## src/rtl/adam_mem_arbiter_pkg.sv

```systemverilog
// Shared types and helpers for the memory arbiter slice.
package adam_mem_arbiter_pkg;

  // Top-level power/quiesce state machine
  typedef enum logic [1:0] {
    PAUSED = 2'd0,
    RUN    = 2'd1,
    DRAIN  = 2'd2
  } state_t;

  // Width of a requester index; never narrower than one bit
  function automatic int idxWidth(input int n);
    return (n > 1) ? $clog2(n) : 1;
  endfunction

endpackage

```

## src/rtl/adam_rr_arbiter.sv

```systemverilog
// Round-robin grant selection; owns the priority pointer.
module adam_rr_arbiter
  import adam_mem_arbiter_pkg::*;
#(
  parameter  int NO_REQS = 2,
  localparam int IDX_W   = idxWidth(NO_REQS)
) (
  input  logic               clk,
  input  logic               rst_n,
  input  logic [NO_REQS-1:0] elig_i,
  input  logic               advance_i,
  output logic [NO_REQS-1:0] grant_o,
  output logic [IDX_W-1:0]   grant_idx_o,
  output logic               grant_valid_o
);

  logic [IDX_W-1:0] ptr_q;
  logic [IDX_W-1:0] candIdx;

  // Search from the slot after the last winner, wrapping around once
  always_comb begin
    grant_o       = '0;
    grant_idx_o   = '0;
    grant_valid_o = 1'b0;
    candIdx       = '0;
    for (int k = 1; k <= NO_REQS; k++) begin
      candIdx = IDX_W'((int'(ptr_q) + k) % NO_REQS);
      if (!grant_valid_o && elig_i[candIdx]) begin
        grant_valid_o    = 1'b1;
        grant_o[candIdx] = 1'b1;
        grant_idx_o      = candIdx;
      end
    end
  end

  // Remember the winner so it drops to lowest priority next time
  always_ff @(posedge clk or negedge rst_n) begin
    if (!rst_n) begin
      ptr_q <= IDX_W'(NO_REQS - 1);
    end else if (advance_i && grant_valid_o) begin
      ptr_q <= grant_idx_o;
    end
  end

endmodule

```

## src/rtl/adam_mem_arbiter.sv

```systemverilog
// Shares one single-port synchronous RAM between several valid/ready requesters,
// with a pause/drain handshake for quiescing the memory subsystem.
module adam_mem_arbiter
  import adam_mem_arbiter_pkg::*;
#(
  parameter  int NO_REQS    = 2,
  parameter  int ADDR_WIDTH = 32,
  parameter  int DATA_WIDTH = 32,
  localparam int STRB_WIDTH = DATA_WIDTH / 8,
  localparam int IDX_W      = idxWidth(NO_REQS)
) (
  input  logic                          clk,
  input  logic                          rst_n,
  input  logic                          pause_req,
  output logic                          pause_ack,
  input  logic [NO_REQS-1:0]            req_valid,
  output logic [NO_REQS-1:0]            req_ready,
  input  logic [NO_REQS-1:0]            req_we,
  input  logic [NO_REQS*ADDR_WIDTH-1:0] req_addr,
  input  logic [NO_REQS*DATA_WIDTH-1:0] req_wdata,
  input  logic [NO_REQS*STRB_WIDTH-1:0] req_strb,
  output logic [NO_REQS-1:0]            rsp_valid,
  input  logic [NO_REQS-1:0]            rsp_ready,
  output logic [NO_REQS*DATA_WIDTH-1:0] rsp_data,
  output logic                          mem_en,
  output logic [STRB_WIDTH-1:0]         mem_we,
  output logic [ADDR_WIDTH-1:0]         mem_addr,
  output logic [DATA_WIDTH-1:0]         mem_wdata,
  input  logic [DATA_WIDTH-1:0]         mem_rdata
);

  state_t                        state_q;
  logic                          pauseAck_q;
  logic                          flightValid_q;
  logic [IDX_W-1:0]              flightId_q;
  logic                          flightWe_q;
  logic [NO_REQS-1:0]            holdValid_q;
  logic [NO_REQS-1:0][DATA_WIDTH-1:0] holdData_q;

  logic [NO_REQS-1:0]            elig;
  logic [NO_REQS-1:0]            grant;
  logic [IDX_W-1:0]              grantIdx;
  logic                          grantValid;
  logic                          runState;
  logic                          drainDone;
  logic [NO_REQS-1:0]            flightHit;
  logic [DATA_WIDTH-1:0]         flightData;

  assign runState  = (state_q == RUN);
  assign drainDone = !flightValid_q && !(|rsp_valid);
  assign pause_ack = pauseAck_q;
  assign req_ready = grant;

  // A requester may compete only if its response slot is free or being freed this cycle
  always_comb begin
    elig = req_valid & (~rsp_valid | rsp_ready) & {NO_REQS{runState}};
  end

  adam_rr_arbiter #(
    .NO_REQS (NO_REQS)
  ) u_rr (
    .clk           (clk),
    .rst_n         (rst_n),
    .elig_i        (elig),
    .advance_i     (runState),
    .grant_o       (grant),
    .grant_idx_o   (grantIdx),
    .grant_valid_o (grantValid)
  );

  // Quiesce state machine; the acknowledge trails the state by one register stage
  always_ff @(posedge clk or negedge rst_n) begin
    if (!rst_n) begin
      state_q    <= PAUSED;
      pauseAck_q <= 1'b1;
    end else begin
      pauseAck_q <= (state_q == PAUSED);
      unique case (state_q)
        PAUSED:  if (!pause_req) state_q <= RUN;
        RUN:     if (pause_req) state_q <= DRAIN;
        DRAIN: begin
          if (!pause_req) begin
            state_q <= RUN;
          end else if (drainDone) begin
            state_q <= PAUSED;
          end
        end
        default: state_q <= PAUSED;
      endcase
    end
  end

  // Route the winning requester onto the RAM pins; idle pins are held at zero
  always_comb begin
    mem_en    = 1'b0;
    mem_we    = '0;
    mem_addr  = '0;
    mem_wdata = '0;
    if (grantValid) begin
      mem_en    = 1'b1;
      mem_addr  = req_addr[grantIdx*ADDR_WIDTH +: ADDR_WIDTH];
      mem_wdata = req_wdata[grantIdx*DATA_WIDTH +: DATA_WIDTH];
      mem_we    = req_we[grantIdx] ? req_strb[grantIdx*STRB_WIDTH +: STRB_WIDTH] : '0;
    end
  end

  // Track the access whose RAM data arrives next cycle
  always_ff @(posedge clk or negedge rst_n) begin
    if (!rst_n) begin
      flightValid_q <= 1'b0;
      flightId_q    <= '0;
      flightWe_q    <= 1'b0;
    end else begin
      flightValid_q <= grantValid;
      flightId_q    <= grantIdx;
      flightWe_q    <= req_we[grantIdx];
    end
  end

  // Present either the held response or the RAM data bypassed straight through
  always_comb begin
    rsp_valid  = '0;
    rsp_data   = '0;
    flightHit  = '0;
    flightData = flightWe_q ? '0 : mem_rdata;
    for (int i = 0; i < NO_REQS; i++) begin
      flightHit[i] = flightValid_q && (flightId_q == IDX_W'(i));
      rsp_valid[i] = holdValid_q[i] | flightHit[i];
      if (holdValid_q[i]) begin
        rsp_data[i*DATA_WIDTH +: DATA_WIDTH] = holdData_q[i];
      end else if (flightHit[i]) begin
        rsp_data[i*DATA_WIDTH +: DATA_WIDTH] = flightData;
      end
    end
  end

  // Park an unaccepted response so the RAM output can move on
  always_ff @(posedge clk or negedge rst_n) begin
    if (!rst_n) begin
      holdValid_q <= '0;
      holdData_q  <= '0;
    end else begin
      for (int i = 0; i < NO_REQS; i++) begin
        if (flightHit[i] && !rsp_ready[i]) begin
          holdValid_q[i] <= 1'b1;
          holdData_q[i]  <= flightData;
        end else if (holdValid_q[i] && rsp_ready[i]) begin
          holdValid_q[i] <= 1'b0;
        end
      end
    end
  end

endmodule

```

## config.mk

```make
export PLATFORM = sky130hd
export DESIGN_NAME = adam_mem_arbiter
export DESIGN_NICKNAME = d
export VERILOG_FILES = /design/src/rtl/adam_mem_arbiter_pkg.sv /design/src/rtl/adam_rr_arbiter.sv /design/src/rtl/adam_mem_arbiter.sv
export SDC_FILE = /design/constraint.sdc
export NUM_CORES = 1
export LEC_CHECK = 0
export ABC_AREA = 1
export ABC_CLOCK_PERIOD_IN_PS = 1900
export BUFFER_PORTS_ARGS = -buffer_cell sky130_fd_sc_hd__buf_2
export CAP_MARGIN = 10
export CORE_AREA = 2 2 123 125
export CTS_CLUSTER_SIZE = 20
export DETAILED_ROUTE_END_ITERATION = 10
export DIE_AREA = 0 0 125 127
export GPL_TIMING_DRIVEN = 0
export PLACE_DENSITY = 0.62
export SLEW_MARGIN = 20
export SYNTH_ARGS = -nofsm -noshare
export SYNTH_HDL_FRONTEND = slang
export SYNTH_SLANG_ARGS = --single-unit
```

## constraint.sdc

```tcl
create_clock -name clk -period 1.9 [get_ports clk]
set_input_delay 0.38 -clock clk [delete_from_list [all_inputs] [get_ports clk]]
set_output_delay 0.38 -clock clk [all_outputs]
set_load 0.02 [all_outputs]
```

==> results of run 1 <==
[cell usage after synthesis (all sizes together)]
| library cell | number |
|---|---|
| a21boi | 1 |
| a21oi | 33 |
| and2 | 1 |
| buf | 21 |
| clkbuf | 27 |
| dfrtp | 71 |
| dfstp | 2 |
| inv | 30 |
| nand2 | 271 |
| nand3 | 72 |
| nor2 | 43 |
| o21ai | 91 |
| o22ai | 7 |
[logic make-up after synthesis]
kind of cell / count (synthesis)
AND/OR/NAND/NOR: 387
AO/OA/AOI/OAI: 132
buffers and inverters: 78
flip-flops: 73
[per-stage QoR]
stage          setup slack (ps)  instances  hold WS [ps]  setup TNS [ps]  total power, mW
3_5_place_dp             -277.3       1169         333.1          -15250            4.134
5_1_grt                  -456.0       1225         188.3          -41390            7.206
2_1_floorplan           0.08071        670         84.41               0            3.401
4_1_cts                  -410.3       1217         187.8          -30580            6.458
3_3_place_gp             -265.5       1168         406.5          -17700            4.091
6_report                 -373.9       1225         199.9          -30420            6.806
[where the power goes]
group / switching, mW / internal, mW
combinational: 1.55 / 1.25
clock: 0.619 / 1.12
sequential: 0.244 / 2.02
[registers in the layout, summed over array words and instances (netlist names)]
register,flops
state_q,2
holdData_q,64
flightWe_q,1
flightId_q,1
holdValid_q,2
pause_ack,1
u_rr.ptr_q,1
flightValid_q,1
[worst paths after layout]
kind	from	slack (ps)	to
max in group asynchronous	rst_n	750	pause_ack
worst max-delay path	state_q[1]	-370	mem_addr[18]
worst min-delay path	pause_req	200	state_q[0]
worst min register to register	holdData_q[25]	480	holdData_q[25]
worst max register to register	flightValid_q	190	holdData_q[28]
min in group asynchronous	rst_n	530	holdData_q[18]
[critical path, delay by kind of cell (launching register included)]
kind	cells	cell delay, ps
flops	1	390
buf+inv	6	670
simple gates	6	490
[final cells by class]
cell class	count	area (um^2)
Fill cell	1268	5293
Multi-Input combinational cell	519	3403
Timing Repair Buffer	355	2725
Sequential cell	73	1832
Buffer	46	474.2
Clock buffer	14	274.0
Tap cell	184	230.2
Inverter	30	147.6
Clock inverter	2	35.03
Timing Repair inverter	1	7.507
Antenna cell	1	2.502
[metal layers]
| layer | vias up | track usage, % |
|---|---|---|
| met3 | 46 | 5.905 |
| met5 | - | 0 |
| met2 | 256 | 47.03 |
| met4 | 0 | 8.170 |
| met1 | 2917 | 26.99 |
| li1 | 2908 | - |
[timing repair]
| item | 4_1_cts | 5_1_grt |
|---|---|---|
| pin swaps | 34 | 64 |
| hold buffers | 1 | 0 |
| endpoints found under the hold margin | 27 | 0 |
| setup endpoints to repair | 135 | 160 |
| gates cloned | 9 | 3 |
| setup buffers | 23 | 5 |
| gates resized for setup | 384 | 244 |
==> impl_results.md, run 1 <==
* Num CTS Buffers at 9
* Setup Crit Path Kind: flop to output port
* Synth area leaders: dfrtp_1 (40%), nand2_1 (22%), o21ai_0 (10%)
* Power density over the cells at around 750 nW/um^2
* Clock slew at reported path FFs at roughly 60 ps
* Data required, critical path at about 1500 ps
* CP peak stage delay at between 300 and 400 ps
* Final HPWL DP at approximately 15,000 um
* Detailed-routed wire length on met3 at between 1500 and 2000 um
* Status: complete, but fails checks
* Largest net degree at the start of global routing at 47
* Multiplexer area fraction after synthesis at 0%
* Gate count of the mapped netlist at 670
* Mean Syn Cell Area at roughly 6.7 um^2
* CP arrival at 1890 ps
* DR iter-0 viols at 294
* Post-synthesis compound-gate area fraction at 15.08%
* DRT Pass-1 Iters at 4
* DRC at 0
* Final setup viols at approximately 130
* Die H at ~130 um
* Xor/xnor cell area share of the yosys netlist at 0%
* Post-route ant nets at 0
* CTS Buffer Depth at 2
* CTS sink cnt at between 70 and 80
* Clock root buffer: clkbuf_16
* Worst slew pin tran at ~520 ps
* Post-Synth Simple-Gate Area at 35.49%
* Static Leak at about 4.8 nW
* Slew headroom at between 60 and 70%
* Final instance area at 9131 um^2
* Period utilization at 119.7%
* Later-pin clock latency in the skew report at 330 ps
* RSZ-0062 raised after global routing: yes
* Critical path, cell by cell: inv_2, nand2_4, inv_4, nand2_4, nor2_8, nand2_8, inv_8, buf_12, clkbuf_16, nand2_4, nand2_2, buf_6
* Worst reg2reg path depth at 7
* Critical path capture point type: output port
* Sequential area share after synthesis at around two fifths
* Mapped cell area at approximately 4500 um^2
* Maxcap violations at 0
* Vias in the first global route at just under 6,000
* Layout cells sized above 1 at between 50% and 60%
* Final min period at 2274 ps
* Largest family of logic cells by synthesized area: simple AND/OR/NAND/NOR gates
* M1 WL at roughly 7400 um
* # port buffers at approximately 310
* #FFs+latches synth at 73
* Commonest cells after routing, fill and taps aside: buf_2 (213), nand2_1 (138), buf_6 (113)
* Placed cell areas at approximately 6300 um^2
* I/O pin total at about 320
* DR vias at approximately 6,100
* Chip width at roughly 130 um
* Top cell by count, worst path: nand2_4
* Slew Limit Fails at 0
* Crit-path max FO at 7
* Total global routing overflow at 0
* Synth warn at 0
* Post-Synth Adder-Cell Area at 0%
* Worst Hold Depth at 2
* Total track usage at approximately a quarter
* Initial core utilization at 30.90%
* Crit start category: flop
* Fin Clk Skew at 7.575 ps
* Syn_nets at roughly 850
* Largest area contributor in the netlist: dfrtp_1
* Vias per inst at between 5 and 6
* Layout area overhead at 104.9%
* Placeable Area at between 10,000 and 15,000 um^2
* Highest metal used: met4
* Detail Route met2 WL at between 10,000 and 15,000 um
* Initial antenna violation count at 1
* Routed WL at 21,370 um
* Slowest library cell on the worst path: dfrtp_1
* Violated checks: negative setup slack
* Final Util at around 63%
* Commonest non-fill, non-tap cell in the layout: buf_2
* Nets at ~1,200
* Final hold vios at 0
* Number of core rows at 44
* Die Area at approximately 16,000 um^2
* H-Tree Depth at 3
* FMAX at 439.8 MHz
* Final WS setup at -373.9 ps
* Post-synthesis cell type count at 20
* CTS tree: done
* Final Wtd Congestion at 0.8707
* Class of the worst hold path: input port to flop
* Worst IR drop on VDD at approximately 360 uV
* Yosys top cell area share at between 30% and 40%
* First-pass GRT wire length at 31,300 um
* Post-DR wirelength/cell at approximately 17 um
Power figures use the tool's default switching activity.
==> run 2: changes to the inputs <==
--- a/config.mk
+++ b/config.mk
@@ -5,16 +5,16 @@
 export SDC_FILE = /design/constraint.sdc
 export NUM_CORES = 1
 export LEC_CHECK = 0
-export ABC_AREA = 1
+export ABC_AREA = 0
 export ABC_CLOCK_PERIOD_IN_PS = 1900
 export BUFFER_PORTS_ARGS = -buffer_cell sky130_fd_sc_hd__buf_2
 export CAP_MARGIN = 10
-export CORE_AREA = 2 2 123 125
+export CORE_AREA = 2 2 124 126
 export CTS_CLUSTER_SIZE = 20
 export DETAILED_ROUTE_END_ITERATION = 10
-export DIE_AREA = 0 0 125 127
+export DIE_AREA = 0 0 126 128
 export GPL_TIMING_DRIVEN = 0
-export PLACE_DENSITY = 0.62
+export HOLD_SLACK_MARGIN = 0.08
 export SLEW_MARGIN = 20
 export SYNTH_ARGS = -nofsm -noshare
 export SYNTH_HDL_FRONTEND = slang
==> run 2 against run 1 <==
Effect of this change:
- hold slack gained 4.5 ps
- combinational power shrank 7%
- register-to-register slack lost 130 ps
- routed wire length grew 3.0%
- clock power shrank 9%
- critical path depth shrank 4
- the run still ends with negative setup slack left
- count of clock-buffer cells in the layout grew 2
==> impl_results.md, run 2 <==
* Top post-synthesis cells by count: nand2_1 (129), o21ai_0 (121), dfrtp_1 (71) (was nand2_1 (267), o21ai_0 (91), dfrtp_1 (71), nand3_1 (71), nor2_1 (42))
* Final hold vios at 0 (unchanged)
* Nets at 1,034 (was 1,212)
* Commonest cells after routing, fill and taps aside: buf_2 (179), buf_6 (146), nand2_1 (129) (was buf_2 (213), nand2_1 (138), buf_6 (113))
* CTS tree: done (unchanged)
* Mapped cell area at 4164 um^2 (was 4457 um^2)
* Worst reg2reg path depth at 6 (was 7)
* # port buffers at 314 (unchanged)
* Synth area leaders: dfrtp_1 (43%), o21ai_0 (15%), a22o_1 (13%) (was dfrtp_1 (40%), nand2_1 (22%), o21ai_0 (10%))
* Final Wtd Congestion at 0.9319 (was 0.8707)
* DRC at 0 (unchanged)
* Layout area overhead at 112.0% (was 104.9%)
* Slew headroom at 63.68% (was 65.24%)
* Count leader, synth: nand2_1 (unchanged)
* Max FFs per register at 64 (unchanged)
* FMAX at 399.4 MHz (was 439.8 MHz)
* Final min period at 2504 ps (was 2274 ps)
* H-Tree Depth at 3 (unchanged)
* DRT Pass-1 Iters at 4 (unchanged)
* Status: complete, but fails checks (unchanged)
* Period utilization at 131.8% (was 119.7%)
* DR vias at 5,288 (was 6,127)
* M1 WL at 8386 um (was 7365 um)
* Total track usage at 25.16% (was 24.73%)
* Highest metal used: met4 (unchanged)
* CTS Buffer Depth at 2 (unchanged)
* Async set or reset register ratio after synthesis at 100.0% (unchanged)
* Fillers at 1,314 (was 1,268)
* Critical path capture point type: output port (unchanged)
* Post-DR wirelength/cell at 20.92 um (was 17.45 um)
* Commonest non-fill, non-tap cell in the layout: buf_2 (unchanged)
* Largest net degree at the start of global routing at 41 (was 47)
* DR iter-0 viols at 300 (was 294)
* Violated checks: negative setup slack (unchanged)
* Vias per inst at 5.027 (was 5.002)
* Mean Syn Cell Area at 8.197 um^2 (was 6.652 um^2)
* Total global routing overflow at 0 (unchanged)
* R2r setup slk at 60 ps (was 190 ps)
* Setup Crit Path Kind: flop to output port (unchanged)
* Final Power at 6.278 mW (was 6.806 mW)
* Final HPWL DP at 16,280 um (was 14,600 um)
* Clock slew at reported path FFs at 60 ps (about the same)
* Number of synthesized flops with an enable pin at 0 (unchanged)
* Maxcap violations at 0 (unchanged)
* Worst Hold End: state_q[0] (unchanged)
* I/O pin total at 315 (unchanged)
* Sequential area share after synthesis at 43.93% (was 41.04%)
* Worst IR drop on VDD at 383.2 uV (was 358.1 uV)
* Gate count of the mapped netlist at 508 (was 670)
* Fin Clk Skew at 3.176 ps (was 7.575 ps)
* Initial core utilization at 28.01% (was 30.90%)
* CP arrival at 2120 ps (was 1890 ps)
* Main synth FF type: dfrtp_1 (unchanged)
* Initial antenna violation count at 2 (was 1)
* Worst slew pin tran at 544.8 ps (was 521.4 ps)
* Final hold slack at 204.5 ps (was 199.9 ps)
* Biggest register: holdData_q (unchanged)
* Chip width at 126 um (was 125 um)
* Num CTS Buffers at 9 (unchanged)
* Detailed-routed wire length on met3 at 2018 um (was 1603 um)
* Data required, critical path at 1520 ps (about the same)
* Final setup viols at 134 (was 132)
* Layout cells sized above 1 at 59.40% (was 59.42%)
* HP Start: pause_req (unchanged)
* Largest regs: holdData_q x64, holdValid_q x2, state_q x2 (unchanged)
* Number of core rows at 45 (was 44)
* #FFs+latches synth at 73 (unchanged)
* Slew Limit Fails at 0 (unchanged)
* Placeable Area at 14,860 um^2 (was 14,420 um^2)
* Inst Count DP at 1,011 (was 1,169)
* Largest area contributor in the netlist: dfrtp_1 (unchanged)
* First-pass GRT wire length at 30,610 um (was 31,300 um)
* Power density over the cells at 711.3 nW/um^2 (was 745.4 nW/um^2)
* Die H at 128 um (was 127 um)
* Yosys top cell area share at 42.67% (was 39.87%)
* Vias in the first global route at 5,050 (was 5,949)
* Crit-path max FO at 7 (unchanged)
* Post-synthesis cell type count at 28 (was 20)
* Post-route ant nets at 0 (unchanged)
* CTS sink cnt at 73 (unchanged)
* Later-pin clock latency in the skew report at 330 ps (about the same)
* Synth warn at 0 (unchanged)
* Final WS setup at -603.9 ps (was -373.9 ps)
* Clock root buffer: clkbuf_16 (unchanged)
* Syn_nets at 685 (was 847)
* Reg2reg start: flightId_q (was flightValid_q)
* Class of the worst hold path: input port to flop (unchanged)
* Worst Hold Depth at 2 (unchanged)
* Static Leak at 4.213 nW (was 4.782 nW)
* Detail Route met2 WL at 11,180 um (was 11,810 um)
* Die Area at 16,130 um^2 (was 15,880 um^2)
* Reg2Reg Capture Point: flightWe_q (was holdData_q[28])
* Final Util at 59.39% (was 63.31%)
* Routed WL at 22,010 um (was 21,370 um)
* Fin cells at 1,052 (was 1,225)
* Crit start category: flop (unchanged)
* RSZ-0062 raised after global routing: yes (unchanged)
[run 2: cell count changes after synthesis, moves of 5 or more]
cell,before,now
clkbuf_1,27,32
nand2_1,267,129
o22ai_1,7,0
o21ai_1,0,8
a21oi_1,33,3
nand3_1,71,0
nor2_1,42,2
o21ai_0,91,121
inv_1,25,2
a22o_1,0,64
buf_6,8,0
nand2b_1,0,36
[run 2: critical path: stages, from the launching register on]
cell and delay [ps]:
dfrtp_2 440, a21oi_4 210, o21ai_4 100, o2111a_1 260, buf_6 150, buf_12 140, buf_6 110, a22o_4 240
buf_6 130
[run 2: worst max-delay path by stage]
stage | startpoint | to | slack, ps | depth (start not counted)
after CTS | flightId_q | mem_we[0] | -590 | 7
after floorplan | holdValid_q[1] | mem_addr[12] | -70 | 8
final | flightValid_q | mem_wdata[31] | -600 | 8
after global routing | flightValid_q | mem_addr[19] | -660 | 8
after global placement | flightId_q | mem_wdata[31] | -520 | 6
after detailed placement | req_valid[0] | mem_wdata[31] | -510 | 7
[run 2: timing repair]
action / 4_1_cts / 5_1_grt
gates resized for setup: 367 / 205
endpoints found under the setup margin: 136 / 167
buffers inserted: 10 / 6
hold buffers: 1 / 0
pin swaps: 35 / 18
endpoints found under the hold margin: 32 / 0
cloned: 3 / 6
[run 2: cell families after synthesis]
| family | synth area share (%) |
|---|---|
| AOI/OAI and AO/OA | 32.00 |
| and+or+nand+nor | 19.05 |
| DFF | 43.93 |
| buffers and inverters | 4.748 |
| muxes | 0.2704 |
[run 2: metrics by stage]
step / setup WS (ps) / area, um^2 / setup TNS (ps)
finish: -603.9 / 8827 / -48380
global route: -658.6 / 8825 / -56440
CTS: -585.3 / 7935 / -49850
detailed placement: -513.3 / 6341 / -29640
global placement: -518.8 / 6319 / -33620
floorplan: -72.70 / 4512 / -2882
[run 2: final cells by class]
class	instances	area [um^2]	share of cell area [%]
tap	188	235.2	2.665
sequential	73	1833	20.77
inverter	2	7.507	0.08505
clock buffer	16	271.5	3.076
timing repair buffer	341	2840	32.18
buffer	42	459.2	5.202
multi-input combinational	388	3176	35.97
antenna	2	5.005	0.05670
[run 2: power by group]
part	switching, mW	internal (mW)
Sequential	0.190	1.89
Clock	0.626	0.959
Combinational	1.35	1.26
Total	2.17	4.11
[run 2: metal layers]
| layer | track usage, % | vias up |
|---|---|---|
| li1 | - | 2496 |
| met1 | 31.45 | 2554 |
| met2 | 41.49 | 214 |
| met3 | 8.598 | 24 |
| met4 | 7.175 | 0 |
| met5 | 0 | - |
==> run 3: changes to the inputs <==
--- a/config.mk
+++ b/config.mk
@@ -15,6 +15,8 @@
 export DIE_AREA = 0 0 126 128
 export GPL_TIMING_DRIVEN = 0
 export HOLD_SLACK_MARGIN = 0.08
+export SETUP_SLACK_MARGIN = 0.02
+export SKIP_LAST_GASP = 1
 export SLEW_MARGIN = 20
 export SYNTH_ARGS = -nofsm -noshare
 export SYNTH_HDL_FRONTEND = slang
==> run 3 against run 2 <==
Effect of this change:
- fmax hardly changed
- hold slack better by 10 ps
- cell count is 0.95% higher
- combinational power is 14% lower
- routed wire length is 3.2% higher
- the run still ends with negative setup slack left
- largest power group unchanged
- highest routed layer is now met5
- critical path type unchanged
==> impl_results.md, run 3 (same netlist as run 2, synthesis figures left out) <==
* Initial antenna violation count at 11 (was 2)
* Power density over the cells at 748.8 nW/um^2 (was 711.3 nW/um^2)
* Setup Crit Path Kind: flop to output port (unchanged)
* Slew Limit Fails at 0 (unchanged)
* Critical path capture point type: output port (unchanged)
* M1 WL at 8638 um (was 8386 um)
* RSZ-0062 raised after global routing: yes (unchanged)
* Worst IR drop on VDD at 427.7 uV (was 383.2 uV)
* FMAX at 399.6 MHz (was 399.4 MHz)
* Nets at 1,039 (was 1,034)
* Layout area overhead at 93.63% (was 112.0%)
* I/O pin total at 315 (unchanged)
* DRC at 0 (unchanged)
* DR iter-0 viols at 328 (was 300)
* Final setup viols at 136 (was 134)
* Worst slew pin tran at 546.9 ps (was 544.8 ps)
* CP arrival at 2120 ps (about the same)
* R2r setup slk at -40 ps (was 60 ps)
* Chip width at 126 um (unchanged)
* Worst Hold Depth at 2 (unchanged)
* Num CTS Buffers at 9 (unchanged)
* Reg power frac at 34.5% (was 33.1%)
* Commonest non-fill, non-tap cell in the layout: buf_2 (unchanged)
* Static Leak at 4.060 nW (was 4.213 nW)
* Highest metal used: met5 (was met4)
* Reg2Reg Capture Point: flightWe_q (unchanged)
* Setup crit start: flightId_q (was flightValid_q)
* FF+latch area at 1834 um^2 (was 1833 um^2)
* CTS Buffer Depth at 2 (unchanged)
* Maxcap violations at 0 (unchanged)
* HP Start: pause_req (unchanged)
* Reg2reg start: flightId_q (unchanged)
* Post-route ant nets at 0 (unchanged)
* Period utilization at 131.7% (was 131.8%)
* Multi-input logic area at 2756 um^2 (was 3176 um^2)
* Setup TNS Final at -52,210 ps (was -48,380 ps)
* Switching share of power at 33.68% (was 34.51%)
* Clk pwr share at 28.3% (was 25.3%)
* Die Area at 16,130 um^2 (unchanged)
* First-pass GRT wire length at 31,490 um (was 30,610 um)
* Layout cells sized above 1 at 55.66% (was 59.40%)
* Detailed-routed wire length on met3 at 2580 um (was 2018 um)
* Final hold slack at 214.9 ps (was 204.5 ps)
* CTS tree: done (unchanged)
* Vias in the first global route at 5,075 (was 5,050)
* Data required, critical path at 1520 ps (about the same)
* Status: complete, but fails checks (unchanged)
* Final WS setup at -602.5 ps (was -603.9 ps)
* Clock slew at reported path FFs at 60 ps (about the same)
* Fin Clk Skew at 6.194 ps (was 3.176 ps)
* Comb pwr share at 37.3% (was 41.6%)
* Total global routing overflow at 0 (unchanged)
* Final Wtd Congestion at 0.8729 (was 0.9319)
* Violated checks: negative setup slack (unchanged)
* Clock root buffer: clkbuf_16 (unchanged)
* Die H at 128 um (unchanged)
* Commonest cells after routing, fill and taps aside: buf_2 (231), nand2_1 (129), o21ai_0 (87) (was buf_2 (179), buf_6 (146), nand2_1 (129))
* Slew headroom at 63.54% (was 63.68%)
* Crit start category: flop (unchanged)
* Net Sw Power at 2.033 mW (was 2.167 mW)
* Biggest register: holdData_q (unchanged)
* Later-pin clock latency in the skew report at 330 ps (about the same)
* Placeable Area at 14,860 um^2 (unchanged)
* Largest net degree at the start of global routing at 39 (was 41)
* Number of core rows at 45 (unchanged)
* Detail Route met2 WL at 10,960 um (was 11,180 um)
* Worst Setup EP: mem_we[0] (was mem_wdata[31])
* Post-DR wirelength/cell at 21.38 um (was 20.92 um)
* Largest regs: holdData_q x64, holdValid_q x2, state_q x2 (unchanged)
* Worst reg2reg path depth at 7 (was 6)
* Fillers at 1,402 (was 1,314)
* DR vias at 5,402 (was 5,288)
* CTS sink cnt at 73 (unchanged)
* Initial core utilization at 28.01% (unchanged)
* Vias per inst at 5.087 (was 5.027)
* Crit-path max FO at 7 (unchanged)
* Class of the worst hold path: input port to flop (unchanged)
* DRT Pass-1 Iters at 5 (was 4)
* Total track usage at 26.23% (was 25.16%)
* Routed WL at 22,710 um (was 22,010 um)
* # port buffers at 314 (unchanged)
* H-Tree Depth at 3 (unchanged)
* Max FFs per register at 64 (unchanged)
* Final min period at 2503 ps (was 2504 ps)
* Int Pwr at 4.004 mW (was 4.112 mW)
* Final hold vios at 0 (unchanged)
* Final HPWL DP at 17,240 um (was 16,280 um)
## run 3: cell count changes in the layout (fill, tap and decap cells not counted), sizes merged
cell    previous run  this run
diode              2         8
clkinv             0         2
bufinv             0         1
buf              348       349
## run 3: layout make-up
type	count	area share, %
multi-input combinational	388	34.19
timing repair buffer	344	30.31
sequential	73	22.75
buffer	44	5.819
clock buffer	12	3.181
tap	188	2.917
clock inverter	3	0.4966
antenna	8	0.2483
inverter	2	0.09311
## run 3: routing by layer
layer  vias up  global-route usage, %
met5         -                      0
li1       2509                      -
met4         4                  8.403
met2       254                  41.94
met1      2605                  31.57
met3        30                  12.02
## run 3: worst min path at each step
stage,to
after floorplan,flightId_q
after global placement,pause_ack
after detailed placement,holdData_q[51]
after CTS,state_q[0]
after global routing,state_q[0]
final,state_q[0]
## run 3: power groups by stage
stage	clock network (mW)	logic, mW	registers (mW)
floorplan	0	1.10	2.06
global placement	0	1.78	2.09
detailed placement	0	1.80	2.10
CTS	1.72	2.13	2.07
global route	1.81	2.42	2.12
finish	1.71	2.25	2.08
## run 3: what timing repair did
item                                    in CTS  in global routing
endpoints found under the hold margin       34                  0
pin swaps                                   48                 19
endpoints found under the setup margin     140                170
buffers inserted                            14                  6
gates resized for setup                    276                 66
gates cloned                                 5                  4
hold buffers                                 1                  0
## run 3: metrics by stage
step / utilization, % / instance area, um^2 / instances / worst slack (ps) / total power, mW
3_3_place_gp: 42.51 / 6319 / 1010 / -522.1 / 3.862
3_5_place_dp: 42.66 / 6341 / 1011 / -546.0 / 3.896
2_1_floorplan: - / 4512 / 508 / -72.70 / 3.154
6_report: 54.24 / 8063 / 1062 / -602.5 / 6.037
4_1_cts: 52.15 / 7751 / 1046 / -609.3 / 5.927
5_1_grt: 54.16 / 8050 / 1057 / -661.5 / 6.348
## run 3: critical path: stages, from the launching register on
cell and delay [ps]:
dfrtp_2 450, nand2b_4 160, a21o_4 220, a211oi_4 230, buf_6 220, buf_8 140, a32o_2 230, buf_6 140
